## src/rtl/decode_pkg.sv

```systemverilog
// Shared definitions for the MIPS decode stage: opcodes, the
// instruction class enum and the decoded-instruction record.
package decode_pkg;

  localparam logic [5:0] OP_RTYPE = 6'h00;
  localparam logic [5:0] OP_J     = 6'h02;
  localparam logic [5:0] OP_JAL   = 6'h03;
  localparam logic [5:0] OP_BEQ   = 6'h04;
  localparam logic [5:0] OP_BNE   = 6'h05;
  localparam logic [5:0] OP_ADDI  = 6'h08;
  localparam logic [5:0] OP_ADDIU = 6'h09;
  localparam logic [5:0] OP_SLTI  = 6'h0A;
  localparam logic [5:0] OP_ANDI  = 6'h0C;
  localparam logic [5:0] OP_ORI   = 6'h0D;
  localparam logic [5:0] OP_XORI  = 6'h0E;
  localparam logic [5:0] OP_LUI   = 6'h0F;
  localparam logic [5:0] OP_LW    = 6'h23;
  localparam logic [5:0] OP_SW    = 6'h2B;

  // Widest immediate the decoder produces; narrower outputs take the low bits,
  // which is exact for both sign- and zero-extension.
  localparam int IMM_MAX = 64;

  typedef enum logic [1:0] {
    CLASS_R = 2'd0,
    CLASS_I = 2'd1,
    CLASS_J = 2'd2
  } instr_class_t;

  typedef struct packed {
    logic [5:0]         opcode;
    logic [4:0]         rs;
    logic [4:0]         rt;
    logic [4:0]         rd;
    logic [4:0]         shamt;
    logic [5:0]         funct;
    logic [IMM_MAX-1:0] imm;
    logic [31:0]        jtarget;
    instr_class_t       iclass;
    logic [31:0]        pc;
    logic               illegal;
  } decoded_t;

  // True for the opcodes this core implements.
  function automatic logic opcode_supported(input logic [5:0] op);
    logic ok;
    ok = 1'b0;
    case (op)
      OP_RTYPE, OP_J, OP_JAL, OP_BEQ, OP_BNE, OP_ADDI, OP_ADDIU, OP_SLTI,
      OP_ANDI, OP_ORI, OP_XORI, OP_LUI, OP_LW, OP_SW: ok = 1'b1;
      default: ok = 1'b0;
    endcase
    return ok;
  endfunction

endpackage

```

## src/rtl/decode_fifo.sv

```systemverilog
// Generic DEPTH-entry valid/ready queue holding packed decoded records.
// Head entry is read combinationally so a push into an empty queue is
// visible right after the pushing edge. DEPTH need not be a power of two.
module decode_fifo #(
  parameter int DEPTH = 2,
  parameter int WIDTH = 8
) (
  input  logic             clk,
  input  logic             reset,
  input  logic             in_valid,
  output logic             in_ready,
  input  logic [WIDTH-1:0] in_data,
  output logic             out_valid,
  input  logic             out_ready,
  output logic [WIDTH-1:0] out_data
);

  localparam int CNT_W = $clog2(DEPTH + 1);
  localparam int PTR_W = (DEPTH > 1) ? $clog2(DEPTH) : 1;

  logic [PTR_W-1:0] wr_ptr_reg, wr_ptr_next;
  logic [PTR_W-1:0] rd_ptr_reg, rd_ptr_next;
  logic [CNT_W-1:0] count_reg, count_next;
  logic [WIDTH-1:0] mem [DEPTH];
  logic             push;
  logic             pop;

  // No bypass when full: in_ready looks only at the stored count.
  assign in_ready  = (count_reg < CNT_W'(DEPTH)) && !reset;
  assign out_valid = (count_reg != '0);
  assign push      = in_valid && in_ready;
  assign pop       = out_valid && out_ready;

  // Pointer wrap and occupancy update.
  always_comb begin
    wr_ptr_next = wr_ptr_reg;
    rd_ptr_next = rd_ptr_reg;
    count_next  = count_reg;
    if (push) begin
      wr_ptr_next = (wr_ptr_reg == PTR_W'(DEPTH - 1)) ? '0 : wr_ptr_reg + 1'b1;
    end
    if (pop) begin
      rd_ptr_next = (rd_ptr_reg == PTR_W'(DEPTH - 1)) ? '0 : rd_ptr_reg + 1'b1;
    end
    case ({push, pop})
      2'b10:   count_next = count_reg + 1'b1;
      2'b01:   count_next = count_reg - 1'b1;
      default: count_next = count_reg;
    endcase
  end

  // Pointer and count registers.
  always_ff @(posedge clk or posedge reset) begin
    if (reset) begin
      wr_ptr_reg <= '0;
      rd_ptr_reg <= '0;
      count_reg  <= '0;
    end else begin
      wr_ptr_reg <= wr_ptr_next;
      rd_ptr_reg <= rd_ptr_next;
      count_reg  <= count_next;
    end
  end

  genvar gi;
  generate
    for (gi = 0; gi < DEPTH; gi++) begin : g_entry
      logic [WIDTH-1:0] entry_reg;

      // Storage for one entry; cleared on reset so idle outputs read as zero.
      always_ff @(posedge clk or posedge reset) begin
        if (reset) begin
          entry_reg <= '0;
        end else if (push && (wr_ptr_reg == PTR_W'(gi))) begin
          entry_reg <= in_data;
        end
      end

      assign mem[gi] = entry_reg;
    end
  endgenerate

  assign out_data = mem[rd_ptr_reg];

endmodule

```

## src/rtl/decode_stage.sv

```systemverilog
// MIPS instruction-decode stage: combinational field split, class,
// immediate extension and jump target, buffered in a decode_fifo.
// Optional feature: define DECODE_ILLEGAL_EN to flag and store
// unsupported opcodes; otherwise out_illegal is tied low.
module decode_stage
  import decode_pkg::*;
#(
  parameter int DEPTH     = 2,
  parameter int IMM_WIDTH = 32
) (
  input  logic                 clk,
  input  logic                 reset,
  input  logic                 in_valid,
  output logic                 in_ready,
  input  logic [31:0]          in_instr,
  input  logic [31:0]          in_pc,
  output logic                 out_valid,
  input  logic                 out_ready,
  output logic [5:0]           out_opcode,
  output logic [5:0]           out_funct,
  output logic [4:0]           out_rs,
  output logic [4:0]           out_rt,
  output logic [4:0]           out_rd,
  output logic [4:0]           out_shamt,
  output logic [IMM_WIDTH-1:0] out_imm,
  output logic [31:0]          out_jtarget,
  output logic [1:0]           out_class,
  output logic [31:0]          out_pc,
  output logic                 out_illegal
);

`ifdef DECODE_ILLEGAL_EN
  localparam int ILL_W = 1;
`else
  localparam int ILL_W = 0;
`endif
  localparam int PAY_W = 32 + IMM_WIDTH + 32 + 2 + 32 + ILL_W;

  decoded_t         dec;
  logic [15:0]      imm16;
  logic [31:0]      pc_plus4;
  logic [PAY_W-1:0] wr_data;
  logic [PAY_W-1:0] rd_data;
  logic             dec_unused;

  assign imm16    = in_instr[15:0];
  assign pc_plus4 = in_pc + 32'd4;

  // Combinational decode of the instruction presented by fetch.
  always_comb begin
    dec         = '0;
    dec.opcode  = in_instr[31:26];
    dec.rs      = in_instr[25:21];
    dec.rt      = in_instr[20:16];
    dec.rd      = in_instr[15:11];
    dec.shamt   = in_instr[10:6];
    dec.funct   = in_instr[5:0];
    dec.pc      = in_pc;
    dec.jtarget = {pc_plus4[31:28], in_instr[25:0], 2'b00};

    case (in_instr[31:26])
      OP_ANDI, OP_ORI, OP_XORI: dec.imm = {{(IMM_MAX-16){1'b0}}, imm16};
      OP_LUI:                   dec.imm = {{(IMM_MAX-32){imm16[15]}}, imm16, 16'h0000};
      default:                  dec.imm = {{(IMM_MAX-16){imm16[15]}}, imm16};
    endcase

    case (in_instr[31:26])
      OP_RTYPE:    dec.iclass = CLASS_R;
      OP_J, OP_JAL: dec.iclass = CLASS_J;
      default:     dec.iclass = CLASS_I;
    endcase

`ifdef DECODE_ILLEGAL_EN
    dec.illegal = !opcode_supported(in_instr[31:26]);
`endif
  end

  // Record bits that are not stored in this build (upper immediate bits,
  // and the illegal flag when it is disabled) are intentionally dropped.
  assign dec_unused = ^dec;

`ifdef DECODE_ILLEGAL_EN
  assign wr_data = {dec.opcode, dec.rs, dec.rt, dec.rd, dec.shamt, dec.funct,
                    dec.imm[IMM_WIDTH-1:0], dec.jtarget, dec.iclass, dec.pc,
                    dec.illegal};
  assign {out_opcode, out_rs, out_rt, out_rd, out_shamt, out_funct,
          out_imm, out_jtarget, out_class, out_pc, out_illegal} = rd_data;
`else
  assign wr_data = {dec.opcode, dec.rs, dec.rt, dec.rd, dec.shamt, dec.funct,
                    dec.imm[IMM_WIDTH-1:0], dec.jtarget, dec.iclass, dec.pc};
  assign {out_opcode, out_rs, out_rt, out_rd, out_shamt, out_funct,
          out_imm, out_jtarget, out_class, out_pc} = rd_data;
  assign out_illegal = 1'b0;
`endif

  decode_fifo #(
    .DEPTH (DEPTH),
    .WIDTH (PAY_W)
  ) u_fifo (
    .clk       (clk),
    .reset     (reset),
    .in_valid  (in_valid),
    .in_ready  (in_ready),
    .in_data   (wr_data),
    .out_valid (out_valid),
    .out_ready (out_ready),
    .out_data  (rd_data)
  );

endmodule

```

## config.mk

```make
export PLATFORM = sky130hd
export DESIGN_NAME = decode_stage
export DESIGN_NICKNAME = d
export VERILOG_FILES = /design/src/rtl/decode_pkg.sv /design/src/rtl/decode_fifo.sv /design/src/rtl/decode_stage.sv
export SDC_FILE = /design/constraint.sdc
export NUM_CORES = 1
export LEC_CHECK = 0
export CAP_MARGIN = 20
export CORE_ASPECT_RATIO = 0.75
export CORE_MARGIN = 2
export CORE_UTILIZATION = 48
export DETAILED_ROUTE_END_ITERATION = 8
export GPL_ROUTABILITY_DRIVEN = 1
export HOLD_SLACK_MARGIN = 0.05
export PLACE_DENSITY = 0.69
export SETUP_SLACK_MARGIN = 0.05
export SLEW_MARGIN = 15
export SYNTH_ARGS = -nofsm -noshare
export SYNTH_HDL_FRONTEND = slang
export SYNTH_HIERARCHICAL = 1
export SYNTH_SLANG_ARGS = --single-unit
```

## constraint.sdc

```tcl
create_clock -name clk -period 12.35 [get_ports clk]
set_clock_uncertainty 0.2 [all_clocks]
set_input_delay 3.705 -clock clk [delete_from_list [all_inputs] [get_ports clk]]
set_output_delay 3.705 -clock clk [all_outputs]
set_load 0.01 [all_outputs]
```

* Word level (Yosys, flattened, before mapping)
Cells that the tools add are included. W data, S select, Z words.
Word-level totals: output and inout port bits 133, register bits after elaboration 260, word-level logic and storage cells 41
Cells by class: $lt $le $gt $ge 2, bitwise gates (word level) 2, add/sub/neg operators 5, muxes and demuxes 8, reductions and logical operators 11, equality and inequality tests 8
Operators by type and width (number):
- $mux W130 | 3
- $pmux W32 S2 | 1
- $add A32 B3 Y32 const B | 1
- $eq A6 B4 Y1 const B | 4
- $eq A6 B2 Y1 const B | 2
- $pmux W2 S2 | 2
- $logic_not A6 Y1 | 1
- $logic_and A1 B1 Y1 | 5
- $reduce_bool A2 Y1 | 2
- $reduce_or A3 Y1 | 1
- $add A1 B1 Y1 const B | 2
- $add A2 B1 Y2 const B | 1
- $eq A2 B1 Y1 const B | 1
- $eq A2 B2 Y1 const B | 1
- $ge A2 B2 Y1 const B | 1
- $lt A2 B2 Y1 const B | 1
- $mux W1 | 2
- $not A1 Y2 | 1
- $reduce_or A2 Y1 | 1
- $sub A2 B1 Y2 const B | 1
- $logic_not A1 Y1 | 1
- $not A1 Y1 | 1

* Longest topological paths before layout
Gate-level depths: netlist of run 1.
depth in word-level cells 5, gate-level depth with buffers 6, gate-level depth less buffers 6

* Modules after synthesis
Netlist of run 1, hierarchy kept.
Modules (own cells, without submodules):
- decode_fifo | cells an instance 712, times used 1, area each 11902.7 um^2
- decode_stage | cells an instance 65, times used 1, area each 464.2 um^2

* Least setup slack after synthesis of run 1
Ideal clock, no wire load.
path type input to output, start input port reset, end output port in_ready, required time 8445 ps, path buffers 0, path slack 4563 ps, stages on the path 1, data arrival time 3882 ps, cells stage by stage nor2_1
On the way: longest elaborated chain between the ends 2
RTL lines:
- start: declaration | RTL line decode_stage.sv:12 | input logic reset,
- $logic_not A1 Y1 | RTL line decode_fifo.sv:29 | assign in_ready = (count_reg < CNT_W'(DEPTH)) && !reset;
- $logic_and A1 B1 Y1 | RTL line decode_fifo.sv:29
- end: declaration | RTL line decode_stage.sv:14 | output logic in_ready,
Every way passes these cells.

* Worst setup path in the final report of run 1
Same ends and word-level chain as after synthesis.

==> impl_metrics.py, run 1 <==
metrics = {
    "layout": {
        "drive_above_1_share": 0.438,
        "postLayoutCellArea_um2": 15400,
        "fin_nets": 1039,
        "largest_reg_flops": 260,
        "num_antenna_cells": 0,
        "stdcell_count": 1329,
        "area_delta_synth_final_pct": 24.3,
    },
    "floorplanning": {
        "die_w_um": 189,
        "die_area_um2": 27100,
        "core_um2": 25100,
        "dieHeight_um": 143,
        "io_pins": 201,
        "start_util": 0.492,
        "rows": 50,
    },
    "synthesis": {
        "ys_ff_latch": 264,
        "ys_types": 34,
        "synth_edf_count": 0,
        "synth.most_common_cell": "mux2_2",
        "ys_seq_area_frac": 0.534,
        "synth.top_cell.area_share": 0.534,
        "synth_flop_cell": "dfrtp_1",
        "synth_common_cells": "mux2_2 (269), dfrtp_1 (264), mux2_4 (100)",
        "synth_area_um2": 12400,
        "yosys.area.top_type": "dfrtp_1",
        "syn_avg_cell_area_um2": 15.9,
        "yosys_warnings": 6,
        "synthArstFlopShare": 1.00,
        "synth_cells": 777,
        "yosys-top-cells-area": "dfrtp_1 (53%), mux2_2 (24%), mux2_4 (12%)",
    },
    "setup_path": {
        "critical-path-top-delay-family": "buffers and inverters",
        "worstPathArrival_ns": 4.97,
        "rrSetupSlack_ns": 9.05,
        "cp_cell_sequence": "clkdlybuf4s50_1 -> nor2_1 -> clkdlybuf4s50_1",
        "critical_path_buf_inv_count": 2,
        "reg2reg_to": "u_fifo/g_entry[1].entry_reg[75]$_DFFE_PP0P_",
        "cp-end-kind": "output pin",
        "cpPeakStageDelay_ns": 0.56,
        "cp_slowest_cell": "clkdlybuf4s50_1",
        "worstSetupStartpointType": "primary input",
        "crit_type": "in -> out",
        "r2r_start": "u_fifo/count_reg[1]$_DFFE_PP0P_",
        "crit_path_frequent_cell": "clkdlybuf4s50_1",
        "worst-path-max-fanout": 3,
        "required_ns": 8.44,
        "reg2regPathDepth": 5,
    },
    "cts": {
        "clockBufferDepth": 3,
        "numCtsBuffers": 28,
        "clock-sinks": 264,
        "cts_hold_buf": 0,
        "root_buffer": "clkbuf_16",
        "htreeDepth": 1,
        "clk_pin_slew_worst_paths_ns": 0.06,
        "cts_tree": "done",
        "cts_resized": 0,
        "post_cts_buffers": 0,
        "insertion_delay_ns": 0.53,
    },
    "routing": {
        "wirelength_um": 26000,
        "drc": 0,
        "viasPerCell": 5.19,
        "drt_iter0_drc": 270,
        "antenna_left": 0,
        "first_pass_iters": 4,
        "wl_per_cell_um": 19.6,
        "vias": 6891,
    },
    "grt": {
        "antenna_found_initial": 2,
        "grt_max_degree": 151,
        "grt_pass1_vias": 7182,
        "grt_pass1_wl_um": 42000,
        "grt.overflow.total": 0,
        "grt_usage": 0.197,
    },
    "hold_path": {
        "hold_depth": 1,
        "min_from": "u_fifo/g_entry[1].entry_reg[99]$_DFFE_PP0P_",
        "hold_end": "u_fifo/g_entry[1].entry_reg[99]$_DFFE_PP0P_",
        "hold_path.class": "reg -> reg",
    },
    "timing": {
        "period_share": 0.718,
        "drv_slew": 0,
        "relSlewSlack": 0.325,
        "tightest_slew_ns": 1.01,
        "rsz0062_at_grt": "no",
        "setup_viol": 0,
        "tns_ns": 0,
        "post-route-min-period_ns": 8.87,
        "hold_viol": 0,
        "fmax_mhz": 113,
    },
    "place": {
        "routabilityCongestion": 0.712,
        "placed_cell_area_um2": 14400,
        "dp_hpwl_um": 16000,
        "dpl.cell_count": 1277,
        "io_buffers": 199,
    },
    "power": {
        "powerDensity_nw_per_um2": 285,
        "p_leak_nw": 6.58,
        "ir_drop_v": 0.000163,
    },
    "run_status": {
        "status": "finished clean",
    },
    "flow_run": {
        "maxCapViolations": 0,
    },
}
-- layout make-up --
cell class	count	area [um2]
clock inverter	9	72.6
tap	338	423
clock buffer	42	835
sequential	264	6610
fill	1982	9770
timing repair buffer	208	2090
multi-input combinational	466	5330
inverter	2	15.0
-- cell usage in the layout (no fill, tap or decap), drive strengths merged, types with 3 or more instances in the layout --
master         netlist  routed
xnor2                7       7
nand2                4       4
mux2               390     390
nor2b               17      17
dfrtp              264     264
buf                 46       9
and2                 3       3
clkinv               0       7
nor4                 3       3
conb                 1       5
clkbuf               3      42
clkdlybuf4s50        0     199
a21o                15      15
nand4                8       8
nor2                 3       3
-- worst reg2reg max path, stage by stage, from the launching register on --
cell	delay (ns)
dfrtp_1	0.41
nor2_1	0.16
and3_4	0.49
buf_4	0.79
buf_4	0.69
mux2_2	0.43
-- where the power goes --
part	internal, mW	switching [mW]
registers	1.30	0.225
clock network	0.485	0.335
logic	1.31	0.721
-- cells by family (layout without fill, tap and decap cells) --
kind of cell / count (synthesis) / count (layout) / share of synthesized area
xor gates and xnor gates: 9 / 9 / 0.00637
and+or+nand+nor: 44 / 44 / 0.0260
AOI/OAI and AO/OA: 17 / 17 / 0.0101
buffers and inverters: 51 / 261 / 0.0365
muxes: 390 / 390 / 0.385
other: 1 / 5 / 0.000303
adders and majority gates: 1 / 1 / 0.00101
DFF: 264 / 264 / 0.534
-- worst max path at each step --
stage	start	endpoint	cells after the start
final	reset	in_ready	3
after global placement	reset	in_ready	3
after detailed placement	reset	in_ready	3
after floorplan	reset	u_fifo/count_reg[0]$_DFFE_PP0P_	1
after global routing	reset	in_ready	3
after CTS	reset	in_ready	3
-- through the flow --
| step | setup WS, ns | power (mW) | util | hold WS, ns |
|---|---|---|---|---|
| final | 3.48 | 4.38 | 0.611 | 0.281 |
| after global routing | 3.44 | 4.64 | 0.611 | 0.299 |
| after CTS | 3.47 | 4.44 | 0.610 | 0.286 |
| after detailed placement | 3.49 | 3.59 | 0.574 | 0.269 |
| after global placement | 3.47 | 3.56 | 0.574 | 0.261 |
| after floorplan | 1.18 | 2.72 | - | 0.252 |
-- routing by layer --
metal	vias to the layer above	GRT usage	part of all wire	wire length, um
met2	132	0.285	0.43	11200
met4	2	0.0404	0.018	480
met3	39	0.0474	0.055	1430
li1	3151	-	-	-
met5	-	0	0.00042	11
met1	3567	0.300	0.50	12900
Note: power is estimated with default switching activity, not from simulation.
==> run 2, diff against run 1 <==
==> constraint.sdc (replaced) <==
create_clock -name clk -period 8.64 [get_ports clk]
set_clock_uncertainty 0.2 [all_clocks]
set_input_delay 2.592 -clock clk [delete_from_list [all_inputs] [get_ports clk]]
set_output_delay 2.592 -clock clk [all_outputs]
set_load 0.01 [all_outputs]
==> impl_metrics.py, run 2 (same netlist as run 1, synthesis figures left out) <==
metrics = {
    "run_status": {
        "status": "finished clean",
    },
    "routing": {
        "wl_met3_um": 1350,
        "antenna_left": 0,
        "viasPerCell": 5.16,
        "wirelength_um": 26200,
        "drc": 0,
        "wl_per_cell_um": 19.8,
        "met1Wirelength_um": 13200,
        "drt_iter0_drc": 326,
        "met2_length_um": 11300,
        "routed.top_layer": "met4",
        "first_pass_iters": 4,
        "vias": 6831,
    },
    "place": {
        "dp_hpwl_um": 16600,
        "io_buffers": 199,
        "routabilityCongestion": 0.741,
    },
    "timing": {
        "tightest_slew_ns": 0.947,
        "fmax_mhz": 152,
        "drv_slew": 0,
        "setup_viol": 0,
        "tns_ns": 0,
        "rsz0062_at_grt": "no",
        "post-route-min-period_ns": 6.56,
        "relSlewSlack": 0.368,
        "period_share": 0.759,
        "hold_viol": 0,
    },
    "floorplanning": {
        "core_um2": 25100,
        "dieHeight_um": 143,
        "io_pins": 201,
        "rows": 50,
        "die_w_um": 189,
        "die_area_um2": 27100,
        "start_util": 0.492,
    },
    "setup_path": {
        "cp_slowest_cell": "clkdlybuf4s50_1",
        "cp-end-kind": "output pin",
        "worstPathArrival_ns": 3.77,
        "cpPeakStageDelay_ns": 0.56,
        "cp_cell_sequence": "clkdlybuf4s50_1 -> nor2_1 -> clkdlybuf4s50_1",
        "required_ns": 5.85,
        "crit_path_frequent_cell": "clkdlybuf4s50_1",
        "rrSetupSlack_ns": 5.85,
        "critical-path-top-delay-family": "buffers and inverters",
        "worstSetupStartpointType": "primary input",
        "critical_path_buf_inv_count": 2,
        "worst-path-max-fanout": 3,
        "crit_type": "in -> out",
    },
    "flow_run": {
        "maxCapViolations": 0,
    },
    "cts": {
        "cts_tree": "done",
        "insertion_delay_ns": 0.53,
        "numCtsBuffers": 27,
        "clockBufferDepth": 3,
        "htreeDepth": 1,
        "root_buffer": "clkbuf_16",
        "cts_hold_buf": 0,
        "clock-sinks": 264,
        "clk_pin_slew_worst_paths_ns": 0.06,
        "post_cts_buffers": 0,
        "cts_resized": 0,
    },
    "hold_path": {
        "hold_path.class": "reg -> reg",
    },
    "layout": {
        "fin_nets": 1039,
        "area_delta_synth_final_pct": 24.9,
        "post-route-util": 0.614,
        "layout_common_cells": "mux2_2 (269), dfrtp_1 (263), clkdlybuf4s50_1 (199), mux2_4 (100), clkbuf_16 (27)",
        "num_antenna_cells": 0,
        "largest_reg_flops": 260,
        "final_common_cell": "mux2_2",
        "drive_above_1_share": 0.440,
    },
    "power": {
        "p_switching_mw": 1.85,
        "switching_share": 0.290,
        "ir_drop_v": 0.000246,
        "p_leak_nw": 6.61,
        "p_int_mw": 4.51,
        "pwr-share-clk": 0.197,
        "pwr-share-comb": 0.451,
        "p_seq_frac": 0.352,
        "powerDensity_nw_per_um2": 412,
    },
    "grt": {
        "grt.overflow.total": 0,
        "antenna_found_initial": 1,
        "grt_usage": 0.196,
        "grt_max_degree": 119,
        "grt_pass1_vias": 7314,
        "grt_pass1_wl_um": 42100,
    },
}
==> run 2: power groups by stage <==
stage	Clock, mW	Sequential (mW)	Combinational, mW
final	1.25	2.24	2.87
after global routing	1.33	2.32	3.06
after CTS	1.29	2.24	2.92
after detailed placement	0	2.24	2.90
after global placement	0	2.23	2.87
after floorplan	0	2.08	1.81
==> run 2: routing by layer <==
metal,GRT usage,vias up
li1,-,3158
met1,0.296,3523
met2,0.287,122
met3,0.0479,28
met4,0.0347,0
met5,0,-
==> run 2: metrics by stage <==
| stage | area (um2) | power, mW | hold WS (ns) | cells | setup slack (ns) |
|---|---|---|---|---|---|
| 6_report | 15400 | 6.36 | 0.283 | 1325 | 2.08 |
| 3_5_place_dp | 14500 | 5.14 | 0.268 | 1279 | 2.08 |
| 2_1_floorplan | 12400 | 3.89 | 0.252 | 781 | 2.36 |
| 4_1_cts | 15400 | 6.44 | 0.284 | 1325 | 2.08 |
| 5_1_grt | 15400 | 6.72 | 0.297 | 1325 | 1.99 |
| 3_3_place_gp | 14500 | 5.10 | 0.263 | 1279 | 2.08 |
==> run 2: final cells by class <==
type                    count  area (um2)
fillers                  1942        9700
clock inverters             9         176
inverters                   2        11.3
repair buffers            209        2120
well taps                 338         423
flip-flops and latches    264        6610
clock buffers              37         783
multi-input cells         466        5330
==> run 2: path summary, 6_finish.rpt <==
kind | from | cells past startpoint | to
max | reset | 3 | in_ready
min in group asynchronous | reset | 2 | u_fifo/wr_ptr_reg$_DFFE_PP0P_
max in group asynchronous | reset | 3 | u_fifo/g_entry[0].entry_reg[65]$_DFFE_PP0P_
min reg2reg | u_fifo/g_entry[1].entry_reg[99]$_DFFE_PP0P_ | 1 | u_fifo/g_entry[1].entry_reg[99]$_DFFE_PP0P_
max reg2reg | u_fifo/count_reg[1]$_DFFE_PP0P_ | 4 | u_fifo/g_entry[1].entry_reg[68]$_DFFE_PP0P_
min | u_fifo/g_entry[1].entry_reg[99]$_DFFE_PP0P_ | 1 | u_fifo/g_entry[1].entry_reg[99]$_DFFE_PP0P_
==> run 3, diff against run 2 <==
--- a/config.mk
+++ b/config.mk
@@ -12,7 +12,7 @@
 export DETAILED_ROUTE_END_ITERATION = 8
 export GPL_ROUTABILITY_DRIVEN = 1
 export HOLD_SLACK_MARGIN = 0.05
-export PLACE_DENSITY = 0.69
+export PLACE_DENSITY = 0.72
 export SETUP_SLACK_MARGIN = 0.05
 export SLEW_MARGIN = 15
 export SYNTH_ARGS = -nofsm -noshare
==> constraint.sdc (replaced) <==
create_clock -name clk -period 6 [get_ports clk]
set_clock_uncertainty 0.2 [all_clocks]
set_input_delay 1.8 -clock clk [delete_from_list [all_inputs] [get_ports clk]]
set_output_delay 1.8 -clock clk [all_outputs]
set_load 0.01 [all_outputs]
==> impl_metrics.py, run 3 (same netlist as run 1, synthesis figures left out) <==
metrics = {
    "setup_path": {
        "reg2regPathDepth": 4,
        "crit_type": "in -> out",
        "worst-path-max-fanout": 3,
        "worstPathArrival_ns": 2.99,
        "required_ns": 4.00,
        "cp-end-kind": "output pin",
        "r2r_start": "u_fifo/count_reg[1]$_DFFE_PP0P_",
        "reg2reg_to": "u_fifo/g_entry[0].entry_reg[125]$_DFFE_PP0P_",
        "worstSetupStartpointType": "primary input",
        "rrSetupSlack_ns": 3.47,
    },
    "cts": {
        "post_cts_buffers": 0,
        "clockBufferDepth": 3,
        "cts_tree": "done",
        "root_buffer": "clkbuf_16",
        "numCtsBuffers": 27,
        "cts_resized": 0,
        "clock-sinks": 264,
        "clk_pin_slew_worst_paths_ns": 0.06,
        "insertion_delay_ns": 0.52,
        "cts_hold_buf": 0,
        "htreeDepth": 1,
    },
    "floorplanning": {
        "core_um2": 25100,
        "die_w_um": 189,
        "io_pins": 201,
        "start_util": 0.492,
        "die_area_um2": 27100,
        "rows": 50,
        "dieHeight_um": 143,
    },
    "grt": {
        "grt_usage": 0.198,
        "grt_max_degree": 131,
        "antenna_found_initial": 0,
        "grt_pass1_vias": 7312,
        "grt.overflow.total": 0,
        "grt_pass1_wl_um": 42400,
    },
    "routing": {
        "vias": 6904,
        "first_pass_iters": 4,
        "wirelength_um": 26700,
        "wl_per_cell_um": 20.1,
        "viasPerCell": 5.20,
        "antenna_left": 0,
        "drc": 0,
        "drt_iter0_drc": 323,
    },
    "layout": {
        "num_antenna_cells": 0,
        "fin_nets": 1040,
        "stdcell_count": 1327,
        "area_delta_synth_final_pct": 24.0,
        "final_common_cell": "mux2_2",
        "layout_common_cells": "mux2_2 (269), dfrtp_1 (263), clkdlybuf4s50_1 (199), mux2_4 (100), clkbuf_16 (27)",
        "post-route-util": 0.610,
        "largest_reg_flops": 260,
        "drive_above_1_share": 0.434,
        "fillers": 1991,
    },
    "flow_run": {
        "maxCapViolations": 0,
    },
    "power": {
        "p_leak_nw": 6.55,
        "powerDensity_nw_per_um2": 584,
        "power.total_mw": 8.95,
        "ir_drop_v": 0.000385,
    },
    "timing": {
        "relSlewSlack": 0.434,
        "tightest_slew_ns": 0.849,
        "hold_viol": 0,
        "layout_setup_ws_ns": 1.01,
        "setup_viol": 0,
        "fmax_mhz": 201,
        "drv_slew": 0,
        "tns_ns": 0,
        "period_share": 0.831,
        "post-route-min-period_ns": 4.99,
        "rsz0062_at_grt": "no",
    },
    "place": {
        "routabilityCongestion": 0.766,
        "io_buffers": 199,
        "dp_worst_setup_slack_ns": 1.02,
        "dp_hpwl_um": 16900,
        "dpl.cell_count": 1280,
    },
    "hold_path": {
        "min_from": "u_fifo/g_entry[1].entry_reg[115]$_DFFE_PP0P_",
        "hold_path.class": "reg -> reg",
        "hold_end": "u_fifo/g_entry[1].entry_reg[115]$_DFFE_PP0P_",
        "hold_depth": 1,
    },
    "run_status": {
        "status": "finished clean",
    },
}
-- run 3: metal layers --
layer  up-vias  share of wire  track usage
met3        32          0.058       0.0533
met1      3581           0.51        0.301
met5         -              0            0
met4         0          0.015       0.0339
met2       126           0.42        0.285
li1       3165              -            -
-- run 3: worst max path at each step --
stage,startpoint,to,slack (ns),cells past startpoint
2_1_floorplan,reset,u_fifo/count_reg[0]$_DFFE_PP0P_,0.52,1
3_3_place_gp,reset,in_ready,1.02,3
3_5_place_dp,reset,in_ready,1.02,3
4_1_cts,reset,in_ready,1.00,3
5_1_grt,reset,in_ready,0.99,3
6_report,reset,in_ready,1.01,3
-- run 3: critical path, cell delays in order --
cell and delay [ns]:
clkdlybuf4s50_1 0.47, nor2_1 0.16, clkdlybuf4s50_1 0.56
-- run 3: final cells by class --
class / instances / area [um2] / area share
clock buffer: 43 / 796 / 0.0519
clock inverter: 4 / 22.5 / 0.00147
inverter: 2 / 11.3 / 0.000734
multi-input combinational: 466 / 5330 / 0.347
sequential: 264 / 6610 / 0.431
tap: 338 / 423 / 0.0276
timing repair buffer: 210 / 2150 / 0.140
-- run 3: stage by stage --
step	area [um2]	hold slack [ns]
after floorplan	12400	0.252
after detailed placement	14500	0.273
after CTS	15300	0.286
final	15300	0.283
after global routing	15300	0.294
after global placement	14500	0.262
-- run 3: report_power, final --
part	total (mW)	switching [mW]	internal [mW]
logic	4.20	1.49	2.71
clock network	1.57	0.671	0.901
registers	3.18	0.498	2.68
total	8.95	2.66	6.29
